`config.mk`:
```
export PLATFORM = sky130hd
export DESIGN_NAME = bus_master_if
export DESIGN_NICKNAME = d
export VERILOG_FILES = /design/src/rtl/bus_master_if.sv
export SDC_FILE = /design/constraint.sdc
export NUM_CORES = 1
export LEC_CHECK = 0
export ABC_AREA = 1
export ABC_CLOCK_PERIOD_IN_PS = 1850
export CORE_MARGIN = 2
export CORE_UTILIZATION = 30
export CTS_CLUSTER_SIZE = 30
export DETAILED_ROUTE_END_ITERATION = 10
export PLACE_DENSITY_LB_ADDON = 0.1
export SLEW_MARGIN = 20
export SYNTH_ARGS = -nofsm -noshare
export SYNTH_HDL_FRONTEND = slang
export SYNTH_SLANG_ARGS = --single-unit
```
`constraint.sdc`:
```
create_clock -name clk -period 1.85 [get_ports clk]
set_input_delay 0.4625 -clock clk [delete_from_list [all_inputs] [get_ports clk]]
set_output_delay 0.4625 -clock clk [all_outputs]
set_load 0.005 [all_outputs]
```
`src/rtl/bus_master_if.sv`:
```
// Peripheral bus initiator: turns one client request at a time into a cs_/as_ bus cycle.
// It waits for rdy_ (or times out) and holds the response until the client takes it.
module bus_master_if #(
  parameter int ADDR_W  = 30,
  parameter int DATA_W  = 32,
  parameter int TIMEOUT = 255,
  parameter int TO_W    = 8
) (
  input  logic              clk,
  input  logic              reset,
  input  logic              req_valid,
  output logic              req_ready,
  input  logic              req_rw,
  input  logic [ADDR_W-1:0] req_addr,
  input  logic [DATA_W-1:0] req_wr_data,
  output logic              resp_valid,
  input  logic              resp_ready,
  output logic [DATA_W-1:0] resp_rd_data,
  output logic              resp_err,
  output logic              busy,
  output logic              cs_,
  output logic              as_,
  output logic              rw,
  output logic [ADDR_W-1:0] addr,
  output logic [DATA_W-1:0] wr_data,
  input  logic [DATA_W-1:0] rd_data,
  input  logic              rdy_
);

  typedef enum logic [1:0] {IDLE, BUS, RESP} state_t;

  // Counter holds (BUS cycles elapsed - 1), so the last allowed cycle sees TIMEOUT-1.
  localparam logic [TO_W-1:0] TO_LAST = TO_W'(TIMEOUT - 1);

  state_t          state;
  logic [TO_W-1:0] count;
  logic            ack;
  logic            timeout_hit;

  // rdy_ in the first BUS cycle may be left over from a previous cycle, so it is ignored.
  assign ack         = !rdy_ && (count != '0);
  assign timeout_hit = (count == TO_LAST);
  assign req_ready   = (state == IDLE);
  assign busy        = (state != IDLE);

  always_ff @(posedge clk or negedge reset) begin
    if (!reset) begin
      state        <= IDLE;
      count        <= '0;
      cs_          <= 1'b1;
      as_          <= 1'b1;
      rw           <= 1'b1;
      addr         <= '0;
      wr_data      <= '0;
      resp_valid   <= 1'b0;
      resp_rd_data <= '0;
      resp_err     <= 1'b0;
    end else begin
      case (state)
        IDLE: begin
          if (req_valid) begin
            rw      <= req_rw;
            addr    <= req_addr;
            wr_data <= req_rw ? '0 : req_wr_data;
            cs_     <= 1'b0;
            as_     <= 1'b0;
            count   <= '0;
            state   <= BUS;
          end
        end
        BUS: begin
          count <= (count == '1) ? count : count + 1'b1;
          if (ack) begin
            resp_rd_data <= rw ? rd_data : '0;
            resp_err     <= 1'b0;
            cs_          <= 1'b1;
            as_          <= 1'b1;
            state        <= RESP;
          end else if (timeout_hit) begin
            resp_rd_data <= '0;
            resp_err     <= 1'b1;
            cs_          <= 1'b1;
            as_          <= 1'b1;
            state        <= RESP;
          end
        end
        RESP: begin
          // First RESP cycle raises resp_valid; the handshake completes only once it is visible.
          if (!resp_valid) begin
            resp_valid <= 1'b1;
          end else if (resp_ready) begin
            resp_valid <= 1'b0;
            state      <= IDLE;
          end
        end
        default: state <= IDLE;
      endcase
    end
  end

endmodule

```
---- Word-level counts from Yosys, hierarchy flattened ----
Cells that the tools add are included.
word-level totals
  register bits ........................... 108
  bits in latches ......................... 0
  RAM bits ................................ 0
  ROM bits ................................ 0
  bits of input ports ..................... 100
  output and inout port bits .............. 101
  logic and storage cells ................. 51
  memories ................................ 0
operators by class
  add/sub/neg operators ................... 1
  multiply operators ...................... 0
  div/mod/pow operators ................... 0
  $lt $le $gt $ge ......................... 0
  eq/ne operators ......................... 9
  shift operators ......................... 0
  multiplexer cells ....................... 20
  bitwise gates (word level) .............. 0
  reductions and logical operators ........ 12
operators by type and width
  operator                                        count
  2-to-1 mux 32 bit                               4
  == test 8 bit (second input constant)           2
  2-to-1 mux 8 bit                                2
  one-hot mux 8 bit (2 select lines)              1
  2-to-1 mux 2 bit                                5
  adder 8 x 1 -> 8 bit (second input constant)    1
  inequality test 2 bit (second input constant)   4
  nonzero test 8 bit                              1
  2-to-1 mux 1 bit                                6
  one-hot mux 2 bit (3 select lines)              1
  AND reduction 3 bit                             2
  nonzero test 2 bit                              3
  AND reduction 2 bit                             2
  AND reduction 4 bit                             1
  inequality test 3 bit (second input constant)   1
  == test 2 x 1 -> 1 bit (second input constant)  1
  == test 2 bit (second input constant)           1
  logical NOT 2 bit                               1
  one-hot mux 1 bit (2 select lines)              1
  logical AND 1 bit                               1
  logical NOT 1 bit                               1

---- Depth between registers and ports, before layout ----
Gate-level depths: netlist of the first run.
  word-level depth ........................ 4
  mapped depth ............................ 11
  gate-level depth less buffers ........... 10

---- Worst setup path before layout of the first run ----
OpenSTA, ideal clock, no wires.
  kind .................................... flip-flop to flip-flop
  from .................................... reg count[0]
  to ...................................... reg resp_rd_data[0]
  library setup time ...................... 0.066 ns
  arrival time ............................ 1.290 ns
  required time ........................... 1.784 ns
  setup slack ............................. 0.493 ns
  stages on the path, launching flop included .. 12
  buffers on the path ..................... 1
  period minus slack after synthesis ...... 1.357 ns
  cell sequence ........................... dfrtp_1 -> inv_1 -> ha_1 -> nand2_1 -> nor2_1 -> nand2_1 -> nand2_1 -> nand2_2 -> nand2_4 -> buf_8 -> nand2_2 -> nand2_1
between the ends
  word-level cells in the longest chain between the ends .. 4
  elaborated cells on any way between the ends .. 6
  classes of those cells .................. 1 x eq/ne; 1 x mux; 4 x reduce/logical
ends and longest elaborated chain
  item                                  RTL line  RTL
  from (decl)                           36        logic [TO_W-1:0] count;
  from (signal assigned)                72        count <= (count == '1) ? count : count + 1'b1;
  nonzero test 8 bit                    41        assign ack = !rdy_ && (count != '0);
  logical AND 1 bit                     41
  nonzero test 2 bit (no source line)   -
  AND reduction 2 bit (no source line)  -
  to (signal assigned)                  74        resp_rd_data <= rw ? rd_data : '0;
  to (decl)                             18        output logic [DATA_W-1:0] resp_rd_data,
Several ways; a longest one is shown, not always the timed one.
A chain may end at the register's enable or synchronous reset.

---- Worst setup path after layout of the first run ----
  from .................................... reg resp_rd_data[5]
  to ...................................... out resp_rd_data[5]
No word-level cell between the ends.

==> results of run 1 <==
[per-layer routing]
| metal | wire, um | global-route usage, % | up-vias |
|---|---|---|---|
| li1 | - | - | 1888 |
| met3 | 1230 | 6.07 | 15 |
| met1 | 5600 | 21.6 | 1775 |
| met2 | 5500 | 25.1 | 165 |
| met4 | 218 | 5.10 | 0 |
| met5 | 0 | 0 | - |
[final timing paths]
| check | startpoint | to |
|---|---|---|
| max | resp_rd_data[5] | resp_rd_data[5] |
| min | reset | resp_rd_data[3] |
| max reg2reg | count[0] | resp_rd_data[15] |
| min reg2reg | resp_rd_data[8] | resp_rd_data[8] |
| max in group asynchronous | reset | rw |
| min in group clk | resp_rd_data[8] | resp_rd_data[8] |
[cells by family after synthesis]
kind of cell | count (synthesis) | synth area share, %
AO/OA/AOI/OAI | 43 | 7.58
XOR/XNOR | 1 | 0.197
adder cells (fa/ha/maj) | 3 | 0.846
buffers and inverters | 45 | 5.47
flip-flops | 108 | 60.9
AND/OR/NAND/NOR | 253 | 25.0
[sequential cells by signal, indices dropped and copies added (netlist names)]
register	count
resp_rd_data	32
wr_data	32
addr	30
count	8
state	2
as_	1
resp_err	1
resp_valid	1
rw	1
[cell type report]
class / instances / area (um^2) / area share [%]
inverter: 17 / 63.8 / 0.913
timing repair buffer: 217 / 2210 / 31.7
clock inverter: 5 / 37.5 / 0.537
multi-input combinational: 300 / 1500 / 21.4
tap: 184 / 230 / 3.29
clock buffer: 11 / 243 / 3.47
sequential: 108 / 2710 / 38.7
[report_power, final]
part	switching, mW	internal (mW)	total, mW
Combinational	2.23	2.81	5.05
Sequential	0.600	3.41	4.01
Clock	0.873	0.953	1.83
[cell usage after synthesis]
library cell	n	area share, %
a22o_1	32	6.3
buf_2	11	1.2
buf_4	1	0.17
buf_6	6	1.5
buf_8	1	0.34
clkbuf_1	9	0.76
dfrtp_1	106	60
dfstp_2	2	1.2
ha_1	3	0.85
inv_1	11	0.93
inv_2	6	0.51
nand2_1	179	15
nand2_2	12	1.7
nand2_4	1	0.25
nand3_1	11	1.2
nand3b_1	2	0.34
nand4_1	32	4.5
nor2_1	12	1.0
nor2_2	2	0.28
nor2_4	2	0.51
o21ai_0	10	1.1
o22ai_1	1	0.14
xor2_1	1	0.20
[through the flow]
step / util [%] / power, mW / std cells
final: 48.3 / 10.9 / 842
after global routing: 48.3 / 11.7 / 842
after CTS: 48.2 / 11.0 / 842
after detailed placement: 46.2 / 9.13 / 823
after global placement: 46.2 / 9.08 / 823
after floorplan: - / 6.14 / 453
[what timing repair did]
item | CTS | global route
buffers inserted | 3 | 0
pin swaps | 0 | 0
endpoints found under the setup margin | 5 | 1
gates resized for setup | 5 | 1
==> impl.org, run 1 <==
** Clocking
- In this run the deepest clock path goes through 2 buffers.
- CTS placed an instance of clkbuf_16 at the clock tree root.
- The H-tree was split into 3 levels.
- TritonCTS clock tree :: built
- Clock-pin slew of the registers on the worst-case setup and hold paths :: 0.07 ns
- For this design, the CTS-stage hold fixing added 0 buffers.
- For the worst-skew pair, the clock arrives at the later sink with an insertion delay of 0.35 ns.
- Clock tree synthesis inserted a total of 9 buffers.
- Number of clock sinks :: 108

** Route
- For this block, the via count after detailed routing is 3843.
- After detailed routing, the total wire length is between 10000 and 15000 um.
- In the routed layout, each cell is associated on average with a via count of 4.56.
- Once detail routing completed, the nets flagged for antenna violations numbered 0.
- After detailed routing, the number of remaining DRC violations is 0.
- After detailed routing, the average wire length per cell comes to 14.9 um.
- First-iteration detailed-routing DRC count :: about 200
- The pre-antenna-repair detailed-routing pass consisted of 4 iterations.

** Logic synthesis
- The netlist uses 23 different library cells.
- Sequential share of the synthesized area :: 60.9%
- Gate Count Post-Synth :: 453
- Cell area after synthesis :: 0.00444 mm^2
- Each instance of the synthesized netlist takes up on average 9.80 um^2.
- Count of yosys warnings during synthesis :: 0
- Register bit count reported by yosys :: 108
- Counting every net in the synthesized netlist gives 556.

** Layout
- 0 antenna diodes ended up in the layout.
- Proportion of layout cells with a drive suffix above 1 :: under 10%
- The top cell types in the final layout, fill and taps aside, are clkdlybuf4s50_1 (194), nand2_1 (179), dfrtp_1 (106).
- Most frequent standard cell in the layout excluding fill and tap cells :: clkdlybuf4s50_1
- The layout has 1339 filler cells.
- Cell area after layout :: ~0.007 mm^2
- Relative to the synthesized area, the layout overhead comes to 57.4%.
- After the last flow step, the layout net total stands at 756.

** GRT
- The total overflow left after global routing is 0.
- Number of antenna violations at the first check in global routing :: 0
- Maximum number of pins on one net before global-route repair :: 43
- First-pass GRT wire length :: 20600 um
- GRT Total Usage :: between 15 and 20%
- The number of global-route vias before repair was 3871.

** Run
- Max-cap violations in this run came to 0.

** Placement
- Number of buffers added on ports :: 200
- Global placement routability congestion :: between 0.8 and 0.9
- The placed instances occupy a cell area of 0.00668 mm^2.
- OpenSTA, run right after detailed placement, puts the worst setup slack at approximately 0.087 ns.
- Placed wire-length estimate :: 8780 um

** Setup path
- At the worst endpoint, the arrival time is 1.26 ns.
- Critical Path Slowest Stage Cell :: clkdlybuf4s50_1
- In this run the number of cells on the critical path is 1.
- Data required, critical path :: 1.39 ns
- The worst setup path is launched from a flop.
- Worst path bufs/invs :: 1
- For flop-to-flop paths, the worst setup slack is 0.23 ns.
- Family with the most delay on the worst path :: buffers and inverters
- In this design, the stage delay of the slowest critical-path cell is 0.54 ns.
- Worst Setup End Kind :: output port
- Maximum net fanout on the critical path :: 2
- By startpoint and endpoint, the worst setup path is classified as flop to output port.
- Reg2Reg Depth :: 11
- Walking the worst path, the cells encountered are clkdlybuf4s50_1.

** STA
- Hold_ws :: roughly 0.035 ns
- Post-layout min period :: 1.72 ns
- Final total negative setup slack :: 0 ns
- Post-route worst setup slack :: approximately 0.13 ns
- Unrepaired setup endpoints after global routing :: no
- The final hold violation count was 0.
- The count of pins over their slew limit came to 0.
- In this run the tightest slew margin relative to its limit is 72.8%.
- At the pin with the least slew margin, the transition time is between 0.4 and 0.5 ns.
- After layout, the worst path uses 93.1% of the clock period.
- # setup viols final :: 0
- On the final layout, the worst clock skew is 0.00926 ns.
- Derived from the worst setup path, the maximum achievable clock frequency is ~0.58 GHz.

** Die
- Cell Rows :: 44
- The die covers 0.0158 mm^2.
- Height of the chip :: 126 um
- Starting utilization of the core area :: 30.7%
- The die is approximately 130 um wide.
- Core footprint :: approximately 0.014 mm^2
- Count of boundary I/O pins :: between 200 and 250

** Status
- The flow ran to the end, and the final reports show no timing, DRC or antenna violations.

** Pwr
- Static power due to leakage :: between 3 and 4 nW
- For this design the ratio of total power to cell area is 1560 mW/mm^2.
- The worst-case IR drop observed on VDD is 0.792 mV.

** Worst hold path
- The min-delay analysis places its worst path in the category input pin to async pin.
Note: power is estimated with default switching activity, not from simulation.
==> run 2, diff against run 1 <==
- RECOVER_POWER: unset -> 100
==> impl.org, run 2 (synthesis results as in run 1) <==
** Die
- Starting utilization of the core area :: 30.7% (unchanged)
- The boundary pin count was 201 (unchanged).
- The number of rows created at floorplan is 44 (unchanged).
- The total die area was 0.0158 mm^2 (unchanged).
- Height of the chip :: 126 um (unchanged)
- Core footprint :: 0.0145 mm^2 (unchanged)
- The horizontal die dimension came to 126 um (unchanged).

** Clocking
- The number of clock buffers inserted by TritonCTS is 9 (unchanged).
- Worst-case clock buffer depth :: 2 (unchanged)
- The count of H-tree levels built during CTS is 3 (unchanged).
- TritonCTS built the clock tree.
- The number of buffers added to fix hold violations after cts was 0 (unchanged).
- The clock transition at the registers of the reported paths came to 0.07 ns (about the same).
- Number of clock sinks :: 108 (unchanged)
- Skew-Pair Late Insertion Delay :: 0.35 ns (about the same)
- Clock tree synthesis selected as its root buffer the cell clkbuf_16.

** Status
- Status :: finished, final reports clean

** Setup path
- Critical Path AT :: 1.34 ns (+0.08 ns)
- Sequence of cells on the critical path :: dlygate4sd3_1
- Worst Setup End Kind :: output port
- Family with the most delay on the worst path :: buffers and inverters
- Among all stages on the critical path, the largest delay is contributed by dlygate4sd3_1.
- The critical path is of the flop to output port type.
- The worst path buffer plus inverter count came to 1 (unchanged).
- Maximum net fanout on the critical path :: 2 (unchanged)
- Data required, critical path :: 1.39 ns (about the same)
- The maximum cell stage delay along the critical path is 0.61 ns (+0.07 ns).
- Worst setup SP type :: flop

** Route
- Count of unresolved DRC violations after routing :: 0 (unchanged)
- The wire length on met3 is 1170 um (-4.8%).
- Via density per instance :: 4.56 (about the same)
- First-iteration detailed-routing DRC count :: 187 (-7.0%)
- The per-cell routed wire length was 14.9 um (-0.21%).
- Top layer used by detailed routing :: met4
- The number of detailed-route iterations in the first pass is 4 (unchanged).
- The routed wire length on met2 is 5480 um (-0.33%).
- Routed Wire Length :: 12500 um (-0.21%)
- The met1 routed wirelength after detailed routing was 5650 um (+0.91%).
- The number of nets with antenna violations after detailed routing came to 0 (unchanged).
- Via count of the routed design :: 3841 (-0.052%)

** GRT
- The largest net degree at the start of global routing came to 43 (unchanged).
- The number of global-route vias before repair is 3871 (unchanged).
- First-pass GRT wire length :: 20600 um (unchanged)
- Total global routing overflow :: 0 (unchanged)
- The number of antenna violations at the first check in global routing is 0 (unchanged).
- The total track usage was 16.4% (unchanged).

** Worst hold path
- Worst min path class :: input pin to async pin

** Run
- The number of max-cap violations is 0 (unchanged).

** STA
- The worst-case hold slack was 0.149 ns (+0.114 ns).
- The clock period minus worst slack came to 1.80 ns (+0.0773 ns).
- Post-route worst setup slack :: 0.0498 ns (-0.0773 ns)
- The count of final setup violators was 0 (unchanged).
- Final max-slew violation count :: 0 (unchanged)
- Final Cycle Share :: 97.3% (+4.2 points)
- Setup repair after global routing left no endpoint under its margin.
- Transition time of the tightest slew-check pin :: 0.718 ns (+0.310 ns)
- The relative max-transition margin is 52.1% (-21 points).
- The final clock skew was 0.00855 ns (-0.000704 ns).
- The final hold violation count came to 0 (unchanged).
- The post-route setup TNS was 0 ns (unchanged).
- Highest achievable clock rate :: 0.555 GHz (-4.3%)

** Layout
- Area added between synthesis and finish :: 55.3%
- Inserted Diodes :: 0 (unchanged)
- Most frequent standard cell in the layout excluding fill and tap cells :: nand2_1
- The largest registers in the layout are resp_rd_data (32), wr_data (32), addr (30).
- Proportion of layout cells with a drive suffix above 1 :: 6.08% (-2.7 points)
- The number of nets in the final layout is 756 (unchanged).
- Top library cells by usage in the layout, fill and taps aside :: nand2_1 (189), clkdlybuf4s50_1 (109), dfrtp_1 (106)

** Placement
- The final weighted congestion in routability-driven placement is 0.817 (unchanged).
- The count of port buffers added during placement is 200 (unchanged).
- The post-placement worst setup slack is 0.0869 ns (unchanged).
- The post-DP HPWL is 8780 um (unchanged).

** Pwr
- The worst voltage drop across the vdd grid is 0.738 mV (-6.8%).
- Static power due to leakage :: 3.40 nW (+3.8%)
- The power density normalized to cell area came to 1510 mW/mm^2 (-3.3%).
==> run 2: cell types whose count changed in the layout (fill, tap and decap cells not counted), sizes merged <==
cell and change:
dlygate4sd3 +85, buf -9, clkbuf +9, clkdlybuf4s50 -85
==> run 2: path summary, 6_finish.rpt <==
check	startpoint	to	slack, ns	cells past startpoint
setup / recovery	wr_data[18]	wr_data[18]	0.05	1
hold / removal	reset	resp_rd_data[3]	0.15	1
setup reg to reg	count[0]	resp_rd_data[7]	0.25	11
hold reg to reg	resp_rd_data[27]	resp_rd_data[27]	0.47	2
max in group asynchronous	reset	addr[19]	0.57	2
min in group clk	resp_rd_data[27]	resp_rd_data[27]	0.47	2
==> run 2: through the flow <==
stage	instances	cell area, um^2	utilization, %	power, mW
5_1_grt	842	6890	47.6	11.2
3_3_place_gp	823	6680	46.2	9.08
4_1_cts	842	6990	48.2	11.0
6_report	842	6890	47.6	10.4
3_5_place_dp	823	6680	46.2	9.13
2_1_floorplan	453	4440	-	6.14
==> run 2: where the power goes <==
group | internal (mW) | total, mW | switching (mW)
logic | 2.42 | 4.62 | 2.20
registers | 3.41 | 3.95 | 0.543
clock network | 0.953 | 1.82 | 0.869
total | 6.78 | 10.4 | 3.61
==> run 2: cell type report <==
type,count,area [um^2]
fill,1355,7580
timing repair buffer,217,2160
tap,184,230
clock buffer,11,243
multi-input combinational,300,1460
sequential,108,2710
clock inverter,5,37.5
inverter,17,63.8
==> run 2: what timing repair did <==
item | CTS | global route
endpoints found under the hold margin | 0 | 0
setup endpoints to repair | 5 | 1
setup buffers | 3 | 0
gates resized for setup | 5 | 1
==> run 2: per-layer routing <==
layer	global-route usage, %	vias to the layer above
met5	0	-
met4	5.10	0
met3	6.07	15
met2	25.1	147
met1	21.6	1789
li1	-	1890
